`config.mk`:
```
export PLATFORM = sky130hd
export DESIGN_NAME = scan_decoder_flat
export DESIGN_NICKNAME = d
export VERILOG_FILES = /design/src/rtl/decoder_pkg.sv /design/src/rtl/scan_decoder_if.sv /design/src/rtl/scan_prescaler.sv /design/src/rtl/scan_decoder.sv /design/src/flat_wrapper.sv
export SDC_FILE = /design/constraint.sdc
export NUM_CORES = 1
export LEC_CHECK = 0
export CAP_MARGIN = 5
export CORE_UTILIZATION = 40
export CTS_CLUSTER_SIZE = 14
export DETAILED_ROUTE_END_ITERATION = 7
export GPL_TIMING_DRIVEN = 0
export HOLD_SLACK_MARGIN = 0.1
export SLEW_MARGIN = 10
export SYNTH_ARGS = -nofsm -noshare
export SYNTH_HDL_FRONTEND = slang
export SYNTH_SLANG_ARGS = --single-unit
export TNS_END_PERCENT = 5
```
`constraint.sdc`:
```
create_clock -name clk -period 4.5 [get_ports clk]
set_input_delay 0.45 -clock clk [delete_from_list [all_inputs] [get_ports clk]]
set_output_delay 0.45 -clock clk [all_outputs]
set_load 0.05 [all_outputs]
```
`src/rtl/decoder_pkg.sv`:
```
// Shared decoder definitions: mode and polarity constants plus the
// one-hot decode helper used by the 2-to-4 decoder and scan_decoder.
package decoder_pkg;

    localparam logic MODE_DIRECT = 1'b0;
    localparam logic MODE_SCAN   = 1'b1;

    localparam bit POL_ACTIVE_HIGH = 1'b0;
    localparam bit POL_ACTIVE_LOW  = 1'b1;

    localparam int MAX_SEL_W = 5;

    // Callers truncate the 32-bit result to their own output width.
    function automatic logic [31:0] onehot(input logic [4:0] s);
        onehot = 32'd1 << s;
    endfunction

endpackage

```
`src/rtl/scan_decoder_if.sv`:
```
// Decoder bus: en/mode/sel towards the decoder, y/idx/tick back.
// master = driver of controls, slave = the decoder itself.
interface scan_decoder_if #(
    parameter int SEL_W = 2
);
    localparam int OUT_W = 1 << SEL_W;

    logic             en;
    logic             mode;
    logic [SEL_W-1:0] sel;
    logic [OUT_W-1:0] y;
    logic [SEL_W-1:0] idx;
    logic             tick;

    modport master (
        output en, mode, sel,
        input  y, idx, tick
    );

    modport slave (
        input  en, mode, sel,
        output y, idx, tick
    );

endinterface

```
`src/rtl/scan_prescaler.sv`:
```
// Prescale counter 0..PRESCALE-1 with clear and enable.
// Ports: clk, reset (sync, high), clear, enable, tick (comb, last count).
module scan_prescaler #(
    parameter int PRESCALE = 100000
) (
    input  logic clk,
    input  logic reset,
    input  logic clear,
    input  logic enable,
    output logic tick
);

    localparam int CNT_W = (PRESCALE > 1) ? $clog2(PRESCALE) : 1;
    localparam logic [CNT_W-1:0] CNT_MAX = CNT_W'(PRESCALE - 1);

    logic [CNT_W-1:0] cnt;

    // tick marks the edge on which the count wraps back to zero.
    assign tick = enable && (cnt == CNT_MAX);

    always_ff @(posedge clk) begin
        if (reset || clear) begin
            cnt <= '0;
        end else if (enable) begin
            if (cnt == CNT_MAX)
                cnt <= '0;
            else
                cnt <= cnt + 1'b1;
        end
    end

endmodule

```
`src/rtl/scan_decoder.sv`:
```
// N-to-2^N one-hot decoder with registered outputs and a scan mode.
// Ports: clk, reset (sync, high), bus (slave: en, mode, sel -> y, idx, tick).
module scan_decoder
    import decoder_pkg::*;
#(
    parameter int SEL_W      = 2,
    parameter int PRESCALE   = 100000,
    parameter bit ACTIVE_LOW = 1'b1
) (
    input  logic           clk,
    input  logic           reset,
    scan_decoder_if.slave  bus
);

    localparam int OUT_W = 1 << SEL_W;
    localparam bit INV   = (ACTIVE_LOW == POL_ACTIVE_LOW);
    localparam logic [OUT_W-1:0] INACTIVE = {OUT_W{INV}};

    logic             mode_q;
    logic [SEL_W-1:0] idx_q;
    logic [SEL_W-1:0] idx_n;
    logic [OUT_W-1:0] y_q;
    logic [OUT_W-1:0] y_n;
    logic [OUT_W-1:0] y_oh;
    logic             tick_q;
    logic             scan_run;
    logic             step;

    // Steady scan only once mode_q has caught up; the entry cycle
    // reloads idx from sel and restarts the prescaler instead.
    assign scan_run = (bus.mode == MODE_SCAN) && (mode_q == MODE_SCAN);

    scan_prescaler #(
        .PRESCALE (PRESCALE)
    ) u_prescaler (
        .clk    (clk),
        .reset  (reset),
        .clear  (!scan_run),
        .enable (scan_run && bus.en),
        .tick   (step)
    );

    always_comb begin
        idx_n = idx_q;
        if (!scan_run)
            idx_n = bus.sel;
        else if (step)
            idx_n = idx_q + 1'b1;
    end

    // y is built from the next idx so y and idx stay aligned.
    always_comb begin
        y_oh = OUT_W'(onehot(5'(idx_n)));
        y_n  = bus.en ? y_oh : '0;
        if (INV)
            y_n = ~y_n;
    end

    always_ff @(posedge clk) begin
        if (reset) begin
            mode_q <= MODE_DIRECT;
            idx_q  <= '0;
            y_q    <= INACTIVE;
            tick_q <= 1'b0;
        end else begin
            mode_q <= bus.mode;
            idx_q  <= idx_n;
            y_q    <= y_n;
            tick_q <= step;
        end
    end

    assign bus.y    = y_q;
    assign bus.idx  = idx_q;
    assign bus.tick = tick_q;

endmodule

```
`src/flat_wrapper.sv`:
```
// flat-port wrapper written by rule: the top's interface ports become plain ports
module scan_decoder_flat import decoder_pkg::*;
#(
    parameter int SEL_W      = 2,
    parameter int PRESCALE   = 100000,
    parameter bit ACTIVE_LOW = 1'b1
)
  (clk, reset, bus_en, bus_mode, bus_sel, bus_y, bus_idx, bus_tick);
  scan_decoder_if #(.SEL_W(SEL_W)) bus_i ();
  input  logic clk;
  input  logic reset;
  input wire logic [$bits(bus_i.en)-1:0] bus_en;
  input wire logic [$bits(bus_i.mode)-1:0] bus_mode;
  input wire logic [$bits(bus_i.sel)-1:0] bus_sel;
  output wire logic [$bits(bus_i.y)-1:0] bus_y;
  output wire logic [$bits(bus_i.idx)-1:0] bus_idx;
  output wire logic [$bits(bus_i.tick)-1:0] bus_tick;
  assign bus_i.en = bus_en;
  assign bus_i.mode = bus_mode;
  assign bus_i.sel = bus_sel;
  assign bus_y = bus_i.y;
  assign bus_idx = bus_i.idx;
  assign bus_tick = bus_i.tick;
  scan_decoder #(.SEL_W(SEL_W), .PRESCALE(PRESCALE), .ACTIVE_LOW(ACTIVE_LOW)) u_core (.clk(clk), .reset(reset), .bus(bus_i));
endmodule
```
Yosys cells after proc, flatten, opt, wreduce, memory -nomap -nowiden
Cells that the tools add are included.
{"block": "classes", "addsub": 2, "multipliers": 0, "div_mod_pow": 0, "n_lt_le_gt_ge": 0, "eq_ne": 1, "n_shift": 1, "mux": 4, "bitwise": 1, "reduce_logical": 5}
{"operator": "$add 17x1->17 const B", "count": 1}
{"operator": "$eq 17x17->1 const B", "count": 1}
{"operator": "$mux 17", "count": 1}
{"operator": "$mux 2", "count": 2}
{"operator": "$mux 4", "count": 1}
{"operator": "$not 4->4", "count": 1}
{"operator": "$shl 1x2->4 const A", "count": 1}
{"operator": "$logic_and 1x1->1", "count": 3}
{"operator": "$add 2x1->2 const B", "count": 1}
{"operator": "$logic_not 1->1", "count": 1}
{"operator": "$logic_or 1x1->1", "count": 1}
{"block": "totals", "reg_bits": 25, "latchBits": 0, "mem_bits_rw": 0, "mem_bits_ro": 0, "in_bits": 6, "out_inout_bits": 7, "wordCells": 19, "n_memories": 0}

Depth between registers and ports, before layout
{"block": "depth", "depth_word": 8, "ltp_mapped": 7, "mapped_depth_nobuf": 5}

Cells and area by module
A second synthesis with hierarchy kept.
{"block": "hier_totals", "hier_cells": 131, "area_unflattened_um2": 1138.6}
{"module": "scan_prescaler", "instances": 1, "cells_each": 92, "area_per_inst_um2": 800.8, "seq_area_each_um2": 340.3}
{"module": "scan_decoder", "instances": 1, "cells_each": 39, "area_per_inst_um2": 337.8, "seq_area_each_um2": 160.2}

Least setup slack after synthesis
No wires, ideal clock.
{"block": "synth_timing", "path_kind": "reg-to-reg", "startpoint": "register u_core.u_prescaler.cnt[5]", "endpoint": "register u_core.u_prescaler.cnt[3]", "setup_ps": 115, "arrival_ps": 1937, "slack_ps": 2448, "stages_incl_launch_ff": 7, "n_path_buf": 2, "period_less_slack_ps": 2052, "cell_sequence": "dfxtp_1 or4b_4 or4_1 buf_2 o21ai_4 buf_6 nor2_1"}
{"block": "synth_between", "elab_chain_len": 2}
{"element": "start: declaration", "line": "scan_prescaler.sv:16", "rtl": "logic [CNT_W-1:0] cnt;"}
{"element": "start signal: assignment", "line": "scan_prescaler.sv:28", "rtl": "cnt <= cnt + 1'b1;"}
{"element": "$eq 17x17->1", "line": "scan_prescaler.sv:25", "rtl": "if (cnt == CNT_MAX)"}
{"element": "$mux 17", "line": "scan_prescaler.sv:25"}
Every way passes these cells.
A chain may end at the register's enable or synchronous reset.

Worst setup path in the final report
{"block": "layout_timing", "startpoint": "input bus_en", "endpoint": "register u_core.u_prescaler.cnt[5]"}
{"block": "layout_between", "elab_chain_len": 1}
{"element": "start: declaration", "line": "flat_wrapper.sv:12", "rtl": "input wire logic [$bits(bus_i.en)-1:0] bus_en;"}
{"element": "$logic_and 1x1->1", "line": "scan_decoder.sv:39", "rtl": ".enable (scan_run && bus.en),"}
Every way passes these cells.

==> impl_metrics.tcl <==
set metrics [dict create \
    status "finished, violations left" \
    violations "DRC" \
    syn_area_per_cell_um2 8.186 \
    final_layout_size_suffix_gt1_frac 0.05325 \
    dp.cells 196 \
    antenna_found_initial 0 \
    r2r_end "u_core.u_prescaler.cnt[5]" \
    hold_buffers 0 \
    coreArea_mm2 0.002853 \
    die_w_um 57.96 \
    row_count 19 \
    yosys_most_used_dff "dfxtp_1" \
    async_flop_share 0 \
    ys_ff_latch 25 \
    avgViaCountPerCell 5.725 \
    period_needed_ns 2.393 \
    synthesis.nets 160 \
    finalHoldViolations 0 \
    track_usage 0.1876 \
    fillCellCount 294 \
    critical_path_required_ns 4.72 \
    vias 1145 \
    overflow 0 \
    fin_nets 177 \
    setup_violations 0 \
    ff2ff_path_depth 6 \
    synth_area_mm2 0.001252 \
    skew_ns 0.01279 \
    crit_path_end_kind "flop" \
    grt_pass1_wl_mm 4.899 \
    ios 13 \
    clock_sinks 25 \
    die_y_um 57.96 \
    yosys.area.top_type "dfxtp_1" \
    min_from "u_core.u_prescaler.cnt[16]" \
    drv_cap 0 \
    critPathArrivalTime_ns 2.61 \
    crit_start "bus_en" \
    slew_headroom 0.5604 \
    worstMarginPinSlew_ns 0.6540 \
    min_path_type "flop to flop" \
    dr.first_iter.drc_count 33 \
    postRouteAntennaNets 0 \
    portBuffers 12 \
    h-tree-depth 1 \
    die_area_mm2 0.003359 \
    cellPowerDensity_mw_per_mm2 249.7 \
    synth_seq_area_share 0.3996 \
    dr.pass1.iters 6 \
    wirelength_mm 2.726 \
    rr_startpoint "u_core.u_prescaler.cnt[7]" \
    gp_congestion 0.8225 \
    synth_cell_types 34 \
    cts_inserted_buffers 3 \
    leakagePower_uw 0.0004177 \
    ys.warnings.count 0 \
    final_cell_count_no_fill 200 \
    worstHoldPathCells 2 \
    wl_per_cell_um 13.63 \
    drc 2 \
    layout_setup_ws_ns 2.107 \
    grt_pass1_vias 1087 \
    crit_path_start_kind "primary input" \
    antennaDiodeCount 0 \
    grt_max_degree 14 \
    synth_area_leaders "dfxtp_1 40%, nor2_1 6.6%, xnor2_1 6.3%" \
    final_cell_mix "25 x dfxtp_1, 22 x nor2_1, 12 x nand2_1, 12 x nor3_1, 12 x clkdlybuf4s50_1" \
    ir_drop_uv 171.5 \
    post_cts_resized 0 \
    clkTransAtPathRegs_ns 0.14 \
    clock_latency_ns 0.32 \
    cts.path.max_buffers 2 \
    tritoncts "done" \
    final_common_cell "dfxtp_1" \
    synth_top_area_share 0.3996 \
    drv_slew 0 \
    rsz0062_at_grt "false" \
    root_buffer "clkbuf_4" \
    place_ws_ns 1.739 \
    critPathKind "primary input to flop" \
    dp_hpwl_mm 1.997 \
    postCtsSetupRepairBufs 0 \
    critical_path.max_fanout 10 \
    hold_end "u_core.u_prescaler.cnt[16]" \
    rrSetupSlack_ns 2.26 \
    netlist_instances 153 \
    finalSetupTns_ns 0 \
    fin_crit_sh 0.5318 \
    initial_core_util 0.4390 \
    fmax_ghz 0.4178 \
    synth_edf_count 0 \
    syn_to_final_growth_pct 14.79 \
]
## sequential cells by signal, summed over array words and instances, names as in the netlist
signal and cells:
u_core.u_prescaler.cnt 17, u_core.bus.y 4, u_core.bus.idx 2, u_core.bus.tick 1, u_core.mode_q 1
## worst max-delay path by stage
stage                                     end
detailed placement  u_core.u_prescaler.cnt[3]
global placement    u_core.u_prescaler.cnt[0]
floorplan           u_core.u_prescaler.cnt[3]
CTS                 u_core.u_prescaler.cnt[3]
global route        u_core.u_prescaler.cnt[2]
finish              u_core.u_prescaler.cnt[5]
## cells in the mapped netlist, types with 3 or more instances
cell type	number
dfxtp_1	25
nor2_1	22
nand2_1	12
nor3_1	12
nand3_1	10
a21oi_1	9
xnor2_1	9
nand4_1	6
nor4_1	5
or3_1	5
o21ai_0	4
clkbuf_1	3
xor2_1	3
## report_power, final
| part | internal (uW) | switching [uW] | total (uW) |
|---|---|---|---|
| logic | 12.7 | 19.3 | 32.0 |
| clock network | 34.7 | 66.0 | 101 |
| registers | 224 | 2.08 | 226 |
## cell type report
cell class | instances | area (um2) | area share
inverters | 2 | 7.507 | 0.005222
flip-flops and latches | 25 | 500.5 | 0.3481
multi-input cells | 120 | 713.2 | 0.4961
well taps | 31 | 38.79 | 0.02698
clock buffers | 4 | 26.28 | 0.01828
repair buffers | 12 | 120.1 | 0.08355
plain buffers | 6 | 31.28 | 0.02176
## routing by layer
layer | routed length [um] | track usage | vias to the layer above
li1 | - | - | 585
met1 | 1307 | 0.2468 | 536
met2 | 1300 | 0.3054 | 20
met3 | 82 | 0.04688 | 4
met4 | 36 | 0.05442 | 0
met5 | 0 | 0 | -
## kinds of logic (layout without fill, tap and decap cells)
family,after synthesis,in the layout,share of synthesized area
simple gates,89,89,0.3826
xor+xnor,12,12,0.08392
buf+inv,8,24,0.03096
flops,25,25,0.3996
fa+ha+maj,1,1,0.009988
compound gates,18,18,0.09291
## stage by stage
| stage | total power, uW | hold slack (ns) | utilization | instance area, um2 |
|---|---|---|---|---|
| global route | 376.4 | 0.5400 | 0.5039 | 1438 |
| global placement | 262.9 | 0.4778 | 0.4947 | 1411 |
| floorplan | 249.1 | 0.4537 | - | 1252 |
| finish | 358.9 | 0.5102 | 0.5039 | 1438 |
| detailed placement | 263.2 | 0.4891 | 0.4947 | 1411 |
| CTS | 362.8 | 0.5123 | 0.5039 | 1438 |
## worst max-delay path, cell delays in order
cell,delay (ns)
clkdlybuf4s50_1,0.59
nand4_1,0.37
or4_1,0.51
buf_2,0.18
o21ai_4,0.26
buf_6,0.19
nor2_1,0.05
(Power assumes the default switching activity.)
